**config.mk**
```make
export PLATFORM = sky130hd
export DESIGN_NAME = inst_fetch_queue
export DESIGN_NICKNAME = d
export VERILOG_FILES = /design/src/rtl/inst_fetch_queue.sv
export SDC_FILE = /design/constraint.sdc
export NUM_CORES = 1
export LEC_CHECK = 0
export ABC_AREA = 1
export CAP_MARGIN = 20
export CORE_ASPECT_RATIO = 0.8
export CORE_MARGIN = 8
export CORE_UTILIZATION = 35
export CTS_CLUSTER_DIAMETER = 50
export DETAILED_ROUTE_END_ITERATION = 6
export GPL_TIMING_DRIVEN = 0
export HOLD_SLACK_MARGIN = 0.1
export MAX_ROUTING_LAYER = met4
export PLACE_DENSITY = 0.62
export SYNTH_ARGS = -nofsm -noshare
export SYNTH_HDL_FRONTEND = slang
export SYNTH_SLANG_ARGS = --single-unit
```
**constraint.sdc**
```tcl
create_clock -name clk -period 4.65 [get_ports clk]
set_input_delay 0.93 -clock clk [delete_from_list [all_inputs] [get_ports clk]]
set_output_delay 0.93 -clock clk [all_outputs]
set_load 0.01 [all_outputs]
```
**src/rtl/inst_fetch_queue.sv**
```systemverilog
// Fetch stage: owns the fetch PC, issues req/ack word reads to instruction
// memory and queues {inst, pc} pairs for decode behind a valid/ready handshake.
module inst_fetch_queue #(
    parameter int          DEPTH    = 4,
    parameter logic [29:0] RESET_PC = 30'h100000
) (
    input  logic        clk,
    input  logic        reset,
    output logic        mem_req,
    output logic [29:0] mem_addr,
    input  logic        mem_ack,
    input  logic [31:0] mem_rdata,
    output logic        out_valid,
    output logic [31:0] out_inst,
    output logic [29:0] out_pc,
    input  logic        out_ready,
    input  logic        redirect,
    input  logic [29:0] redirect_pc
);
    localparam int               PTR_W = $clog2(DEPTH);
    localparam int               CNT_W = PTR_W + 1;
    localparam logic [CNT_W-1:0] FULL  = CNT_W'(DEPTH);

    // DRAIN holds an abandoned request until memory completes it.
    typedef enum logic [1:0] {IDLE, REQ, DRAIN} state_t;

    typedef struct packed {
        logic [31:0] inst;
        logic [29:0] pc;
    } entry_t;

    state_t           state;
    entry_t           fifo [DEPTH];
    logic [PTR_W-1:0] wr_ptr;
    logic [PTR_W-1:0] rd_ptr;
    logic [CNT_W-1:0] count;
    logic [CNT_W-1:0] count_next;
    logic [29:0]      fetch_pc;
    logic             push;
    logic             pop;

    assign mem_req   = (state == REQ) || (state == DRAIN);
    assign out_valid = (count != '0);
    assign out_inst  = fifo[rd_ptr].inst;
    assign out_pc    = fifo[rd_ptr].pc;

    // Redirect outranks both push and pop.
    assign push = (state == REQ) && mem_ack && !redirect;
    assign pop  = out_valid && out_ready && !redirect;

    // NOTE: default assignment first so every path drives count_next and no latch is inferred.
    always_comb begin
        count_next = count;
        if (push && !pop)
            count_next = count + CNT_W'(1);
        else if (pop && !push)
            count_next = count - CNT_W'(1);
    end

    // NOTE: the storage array is deliberately not reset; out_valid gates whatever it holds.
    always_ff @(posedge clk) begin
        if (push)
            fifo[wr_ptr] <= {mem_rdata, mem_addr};
    end

    // NOTE: all sequential state uses non-blocking assignments so every register samples pre-edge values.
    always_ff @(posedge clk) begin
        if (reset) begin
            state    <= IDLE;
            count    <= '0;
            wr_ptr   <= '0;
            rd_ptr   <= '0;
            fetch_pc <= RESET_PC;
            mem_addr <= RESET_PC;
        end else begin
            if (redirect) begin
                count    <= '0;
                wr_ptr   <= '0;
                rd_ptr   <= '0;
                fetch_pc <= redirect_pc;
            end else begin
                count <= count_next;
                if (push) begin
                    wr_ptr   <= wr_ptr + PTR_W'(1);
                    fetch_pc <= fetch_pc + 30'd1;
                end
                if (pop)
                    rd_ptr <= rd_ptr + PTR_W'(1);
            end

            unique case (state)
                IDLE: begin
                    if (!redirect && (count < FULL)) begin
                        state    <= REQ;
                        mem_addr <= fetch_pc;
                    end
                end
                REQ: begin
                    // mem_addr is held on entry to DRAIN so the pending request stays stable.
                    if (redirect)
                        state <= mem_ack ? IDLE : DRAIN;
                    else if (mem_ack) begin
                        if (count_next < FULL)
                            mem_addr <= fetch_pc + 30'd1;
                        else
                            state <= IDLE;
                    end
                end
                DRAIN: begin
                    if (mem_ack)
                        state <= IDLE;
                end
                default: state <= IDLE;
            endcase
        end
    end

endmodule

```
==> metrics.csv, run 1 <==
stage,metric,value,unit
detailed_routing,DRC,0,
placed_design,# port buffers,158,
timing,final hold viol count,0,
global_route,vias in the first global route,9788,
critical_path,worst r2r src,state[1]$_SDFFE_PP0P_,
finish,register area,8870,um2
synth,syn nets,1380,
critical_path,CP bufs+invs,5,
critical_path,Worst path most repeated cell,clkbuf_1,
global_route,largest net degree at the start of global routing,29,
placed_design,"Cell Area, Placed",15800,um2
finish,layout cell share with drive strength beyond 1,6.45,%
synth,number of synthesized flops with an enable pin,248,
die,# rows,64,
global_route,initial antenna violation count,1,
placed_design,gpl congestion,0.944,
global_route,Global Route Usage Sum,17.1,%
synth,Seq cells post-synth,319,
critical_path,R2R setup slack,1300,ps
critical_path,Worst setup SP type,register,
clock_network,post-CTS setup buffer count,0,
critical_path,Worst Reg-to-Reg Cells,18,
critical_path,Max stage delay on crit path,610,ps
detailed_routing,DRT Wirelength,38700,um
power,Cell Pwr Density,415,nW/um2
critical_path,"Req. time, crit path",3720,ps
synth,share of the synthesized area in the top cell type,55.6,%
critical_path,Crit. End Element,output pin,
detailed_routing,via count,10200,
die,# IOs,161,
timing,RSZ-0062 raised after global routing,false,
detailed_routing,DRT Pass-1 Iters,5,
synth,Cell variety after synth,36,
placed_design,Detail Placement HPWL,27200,um
clock_network,"CTS clk-pin slew, worst paths",60,ps
detailed_routing,drt wl/cell,19.1,um
timing,Worst Max-Slew Pin Slew,729,ps
synth,Synth area leader,edfxtp_1,
synth,"Seq/Total Area, Yosys",66.2,%
finish,FILL cells,3567,
critical_path,Top delay family on crit path,buffers and inverters,
detailed_routing,Via density,5.00,
die,core footprint,38000,um2
finish,"commonest non-fill, non-tap cells in the layout","nand2_1, edfxtp_1, nor2_1",
detailed_routing,DR iter-0 viols,817,
clock_network,post-CTS sizing,0,
finish,design area,17000,um2
critical_path,CP max FO,10,
die,Initial Utilization,35.3,%
synth,Synth Instances,1300,
critical_path,Crit path depth,7,
timing,setup TNS,0,ps
synth,ranking of synthesized cells by area,"edfxtp_1, dfxtp_1, nand2_1, o21ai_0, nor2_1",
timing,Slew HR,51.4,%
die,Die Span Y,191,um
critical_path,crit-path cells,clkbuf_1 > inv_1 > buf_2 > clkbuf_1 > nor2_1 > o22ai_1 > clkdlybuf4s50_1,
timing,Slew Limit Fails,0,
run_status,status,finished clean,
critical_path,Worst EP arrival,3270,ps
critical_path,"Slowest-stage cell, CP",clkdlybuf4s50_1,
finish,"most common cell after layout, fill and taps aside",nand2_1,
critical_path,worst r2r dst,mem_addr[20]$_SDFFE_PP1P_,
die,Die W,235,um
power,LEAKAGE,5.94,nW
clock_network,H-Tree Level Count,2,
synth,mapped cell area,13400,um2
timing,hold slack,471,ps
clock_network,Clock Sinks,319,
clock_network,worst-skew pair later-pin latency,530,ps
critical_path,Setup CP Type,register to output pin,
worst_hold_path,Min-Delay Path Class,register to register,
synth,"FFs w/ async S/R, synth",0,%
finish,Layout area overhead,27.0,%
timing,skew final,16.0,ps
clock_network,CTS max path bufs,3,
timing,Final period util,90.3,%
finish,Layout Nets,1585,
critical_path,Worst Setup EP,out_pc[9],
global_route,gr ovfl total,0,
detailed_routing,number of routed nets with antenna violations,0,
timing,Peak Freq,238,MHz
power,maximum vdd drop,0.000212,V
global_route,first-pass GRT wire length,58200,um
synth,Synth Warn #,0,
timing,"Setup violations, final",0,
timing,Final min period,4200,ps
finish,area of the multi-input gates,3950,um2
clock_network,CTS tree,yes,
clock_network,cts bufs inserted,37,
clock_network,Root Driver,clkbuf_16,
synth,Post-synth top flop,edfxtp_1,
synth,syn_area_per_cell,10.3,um2
die,die area,44800,um2
job,Max Cap Violations,0,
clock_network,# hold bufs at CTS,0,
worst min path at each step:
stage,slack (ps),startpoint,endpoint,depth (start not counted)
floorplan,440,rd_ptr[1]$_SDFFE_PP0P_,register,2
global placement,450,rd_ptr[1]$_SDFFE_PP0P_,rd_ptr[1]$_SDFFE_PP0P_,2
detailed placement,460,rd_ptr[1]$_SDFFE_PP0P_,rd_ptr[1]$_SDFFE_PP0P_,2
CTS,470,rd_ptr[1]$_SDFFE_PP0P_,rd_ptr[1]$_SDFFE_PP0P_,2
global route,470,rd_ptr[1]$_SDFFE_PP0P_,register,2
finish,470,rd_ptr[1]$_SDFFE_PP0P_,rd_ptr[1]$_SDFFE_PP0P_,2
sequential cells by signal (all words and copies together) (netlist names), named ones only:
register and cells:
wr_ptr 2, fifo 248, rd_ptr 2, mem_addr 30, count 3, state 2, fetch_pc 30
per-layer routing:
layer | track usage (%) | vias up | share of wire (%)
met3 | 3.34 | 56 | 6.2
met2 | 27.8 | 344 | 46
met1 | 22.1 | 4816 | 45
met4 | 3.80 | 0 | 2.0
li1 | - | 4944 | -
met5 | - | - | 0
where the power goes:
part,switching [mW],internal (mW)
registers,0.130,3.22
logic,0.473,0.350
clock network,1.17,1.70
logic make-up after synthesis:
family	count (synthesis)	share of synthesized area, %
AO/OA/AOI/OAI	287	11.6
XOR/XNOR	9	0.589
adder cells (fa/ha/maj)	13	1.21
buffers and inverters	147	4.49
flip-flops	319	66.2
AND/OR/NAND/NOR	525	15.9
cell usage after synthesis, types with 2 or more instances:
library cell  number
a21oi_1           43
a31oi_1           20
and2_1             4
buf_1              2
buf_2             10
buf_6              4
clkbuf_1          51
dfxtp_1           71
edfxtp_1         248
ha_1              13
inv_1             75
inv_2              2
nand2_1          251
nand3_1           37
nand4_1           12
nor2_1           205
nor2_2             6
nor2_4             2
o21ai_0          156
o21ai_1            2
o22ai_1           62
or2_1              3
xnor2_1            3
xor2_1             6
tightest hold or removal path, delay by kind of cell, from the launching register on:
kind | cells | cell delay [ps]
AO/OA/AOI/OAI | 1 | 70
buffers and inverters | 1 | 50
flip-flops | 1 | 300
stage by stage:
step / cells / utilization [%] / worst slack [ps] / power [mW]
2_1_floorplan: 1300 / - / 74.3 / 3.79
3_5_place_dp: 1961 / 41.6 / 570 / 4.24
5_1_grt: 2030 / 44.8 / 296 / 7.33
3_3_place_gp: 1953 / 41.1 / -2890 / 4.23
6_report: 2030 / 44.8 / 451 / 7.05
4_1_cts: 2029 / 44.8 / 368 / 7.12
layout make-up:
type / count / area share, %
buffer: 68 / 1.77
sequential: 319 / 52.1
inverter: 79 / 1.76
timing repair buffer: 166 / 10.2
tap: 495 / 3.64
multi-input combinational: 834 / 23.2
clock inverter: 25 / 1.44
clock buffer: 43 / 5.76
antenna: 1 / 0.0147
Power figures use the tool's default switching activity.
==> run 2, diff against run 1 <==
ABC_AREA = default   (was 1)
PLACE_DENSITY = 0.63   (was 0.62)
==> metrics.csv, run 2 <==
stage,metric,value,unit
synth,share of the synthesized area in the top cell type,58.3,%
timing,"Setup violations, final",0,
critical_path,Worst setup SP type,register,
finish,Layout Nets,1082,
finish,layout cell share with drive strength beyond 1,14.6,%
critical_path,Setup CP Type,register to output pin,
synth,"top cells by count, synth","edfxtp_1, dfxtp_1, mux4_2",
finish,Antenna Cells,0,
global_route,met3 usage,2.71,%
power,net switching power figure,1.46,mW
finish,"most common cell after layout, fill and taps aside",edfxtp_1,
global_route,met1 GRT Util,20.9,%
timing,setup TNS,0,ps
synth,mapped cell area,12800,um2
global_route,gr ovfl total,0,
power,LEAKAGE,5.19,nW
clock_network,CTS tree,yes,
power,Final Power,6.53,mW
clock_network,"CTS clk-pin slew, worst paths",50,ps
power,maximum vdd drop,0.000192,V
global_route,vias in the first global route,7887,
critical_path,Crit. End Element,output pin,
finish,flip-flop count of the largest register after layout,248,
critical_path,crit-path cells,buf_1 > clkbuf_1 > mux4_2 > clkdlybuf4s50_1,
detailed_routing,drt wl/cell,21.0,um
timing,RSZ-0062 raised after global routing,false,
critical_path,Worst Reg-to-Reg Cells,12,
critical_path,Crit path depth,4,
finish,"commonest non-fill, non-tap cells in the layout","edfxtp_1, clkdlybuf4s50_1, dfxtp_1",
synth,syn_area_per_cell,16.0,um2
detailed_routing,DRC,0,
timing,skew final,13.9,ps
placed_design,Placement Setup Slack,-228,ps
timing,Worst Max-Slew Pin Slew,912,ps
clock_network,CTS max path bufs,3,
timing,Slew HR,39.2,%
run_status,status,finished clean,
global_route,initial antenna violation count,0,
clock_network,H-Tree Level Count,2,
critical_path,"Req. time, crit path",3720,ps
clock_network,worst-skew pair later-pin latency,520,ps
timing,Peak Freq,251,MHz
synth,Synth Instances,801,
finish,Largest regs,"fifo: 248 flops, fetch_pc: 30 flops, mem_addr: 30 flops",
clock_network,cts bufs inserted,37,
power,Reg power frac,50.1,%
synth,Post-synth top flop,edfxtp_1,
timing,Slew Limit Fails,0,
finish,"Most flops, register",fifo,
synth,syn nets,881,
critical_path,Max stage delay on crit path,680,ps
synth,"Seq/Total Area, Yosys",69.4,%
finish,Layout area overhead,27.4,%
critical_path,"Slowest-stage cell, CP",buf_1,
timing,hold slack,503,ps
synth,Synth area leader,edfxtp_1,
global_route,M2 GR Usage,22.5,%
power,Gate power share,7.3,%
detailed_routing,Via density,5.09,
global_route,grt peak-use layer,met2,
detailed_routing,DRT Pass-1 Iters,6,
placed_design,# port buffers,159,
synth,top-count cell post-synth,edfxtp_1,
synth,"FFs w/ async S/R, synth",0,%
global_route,largest net degree at the start of global routing,43,
timing,PnR worst setup slack,666,ps
critical_path,R2R setup slack,980,ps
detailed_routing,DRT Wirelength,31700,um
die,# IOs,161,
finish,design area,16300,um2
synth,Cell variety after synth,46,
detailed_routing,via count,7691,
clock_network,Root Driver,clkbuf_16,
job,Max Cap Violations,0,
placed_design,Detail Placement HPWL,21400,um
power,clock power share,42.6,%
die,die area,42900,um2
die,Die W,230,um
synth,Synth Warn #,0,
placed_design,"Cell Area, Placed",15100,um2
critical_path,Top delay family on crit path,buffers and inverters,
timing,final hold viol count,0,
critical_path,worst r2r src,state[1]$_SDFFE_PP0P_,
worst_hold_path,Min-Delay Path Class,register to register,
critical_path,Worst Setup EP,out_pc[10],
clock_network,Clock Sinks,319,
timing,Final min period,3980,ps
placed_design,gpl congestion,0.872,
power,Cell Pwr Density,401,nW/um2
timing,Final period util,85.7,%
global_route,Global Route Usage Sum,15.0,%
die,Die Span Y,187,um
synth,number of synthesized flops with an enable pin,248,
global_route,first-pass GRT wire length,48900,um
critical_path,CP max FO,10,
power,cell internal pwr,5.06,mW
die,core footprint,35900,um2
power,Switching Share,22.4,%
critical_path,worst r2r dst,mem_addr[17]$_SDFFE_PP0P_,
die,# rows,62,
synth,ranking of synthesized cells by area,"edfxtp_1, dfxtp_1, mux4_2, xor2_1, a211oi_1",
die,Initial Utilization,35.6,%
critical_path,Worst EP arrival,3050,ps
detailed_routing,DR iter-0 viols,589,
detailed_routing,number of routed nets with antenna violations,0,
clock_network,post-CTS sizing,0,
synth,Seq cells post-synth,319,
critical_path,CP bufs+invs,3,
[run 2: cell types whose count changed in the layout (fill, tap and decap cells not counted), moves of 15 or more]
| cell | change |
|---|---|
| o21ai_0 | -138 |
| a31oi_1 | -18 |
| clkbuf_1 | -18 |
| a211oi_1 | +33 |
| inv_1 | -64 |
| nand3_1 | -18 |
| nand2_1 | -209 |
| o22ai_1 | -60 |
| mux4_2 | +62 |
| xnor2_1 | +15 |
| nand4_1 | +15 |
| xor2_1 | +32 |
| nor2_1 | -149 |
[run 2: cell type report]
| type | instances | area (um2) |
|---|---|---|
| fillers | 3167 | 19600 |
| flip-flops and latches | 319 | 8870 |
| multi-input cells | 420 | 3670 |
| repair buffers | 163 | 1700 |
| clock buffers | 50 | 1050 |
| well taps | 480 | 601 |
| plain buffers | 50 | 213 |
| clock inverters | 17 | 135 |
| inverters | 11 | 41.3 |
[run 2: worst min path at each step]
stage,slack [ps],endpoint,cells past startpoint,from
floorplan,470,wr_ptr[1]$_SDFFE_PP0P_,2,wr_ptr[1]$_SDFFE_PP0P_
global placement,480,wr_ptr[1]$_SDFFE_PP0P_,2,wr_ptr[1]$_SDFFE_PP0P_
detailed placement,500,wr_ptr[1]$_SDFFE_PP0P_,2,wr_ptr[1]$_SDFFE_PP0P_
CTS,500,wr_ptr[1]$_SDFFE_PP0P_,2,wr_ptr[1]$_SDFFE_PP0P_
global route,530,state[0]$_SDFFE_PP0P_,2,state[0]$_SDFFE_PP0P_
finish,500,wr_ptr[1]$_SDFFE_PP0P_,2,wr_ptr[1]$_SDFFE_PP0P_
[run 2: worst reg2reg max path, stage by stage, from the launching register on]
cell and delay (ps):
dfxtp_1 350, inv_1 70, ha_1 280, nand2_1 190, clkbuf_1 430, nor2_1 120
ha_1 300, and4b_1 300, a211oi_1 80, o21ai_1 430, clkbuf_1 390, buf_1 460
a21oi_1 120
[run 2: power by group through the flow]
stage	Sequential [mW]	Clock (mW)	Combinational [mW]
2_1_floorplan	3.31	0	0.201
3_3_place_gp	3.33	0	0.471
3_5_place_dp	3.33	0	0.481
4_1_cts	3.27	2.85	0.484
5_1_grt	3.28	2.97	0.520
6_report	3.27	2.78	0.478
[run 2: logic make-up after synthesis]
group           Yosys count  synth area share [%]
flops                   319                  69.4
fa+ha+maj                13                  1.27
simple gates            192                  7.82
xor+xnor                 56                  3.84
buf+inv                  62                  2.02
mux                      63                  11.0
compound gates           96                  4.64
[run 2: per-layer routing]
| layer | up-vias | part of all wire, % |
|---|---|---|
| met5 | - | 0 |
| met4 | 0 | 2.1 |
| met3 | 48 | 6.6 |
| met2 | 265 | 45 |
| met1 | 3844 | 46 |
| li1 | 3534 | - |
[run 2: stage by stage]
step                      util (%)  std cells
final                         45.3       1510
after floorplan                  -        801
after global placement        41.7       1440
after detailed placement      42.0       1444
after global routing          45.3       1510
after CTS                     45.3       1511
[run 2: repair_timing]
action | CTS | global route
endpoints found under the hold margin | 0 | 0
buffers inserted | 0 | 0
hold buffers | 0 | 0
endpoints found under the setup margin | 0 | 2
==> run 3, diff against run 2 <==
SETUP_SLACK_MARGIN = 0.05   (was default)
==> results of run 3 <==
Final layout, timing and power as in run 2 (identical DEF).
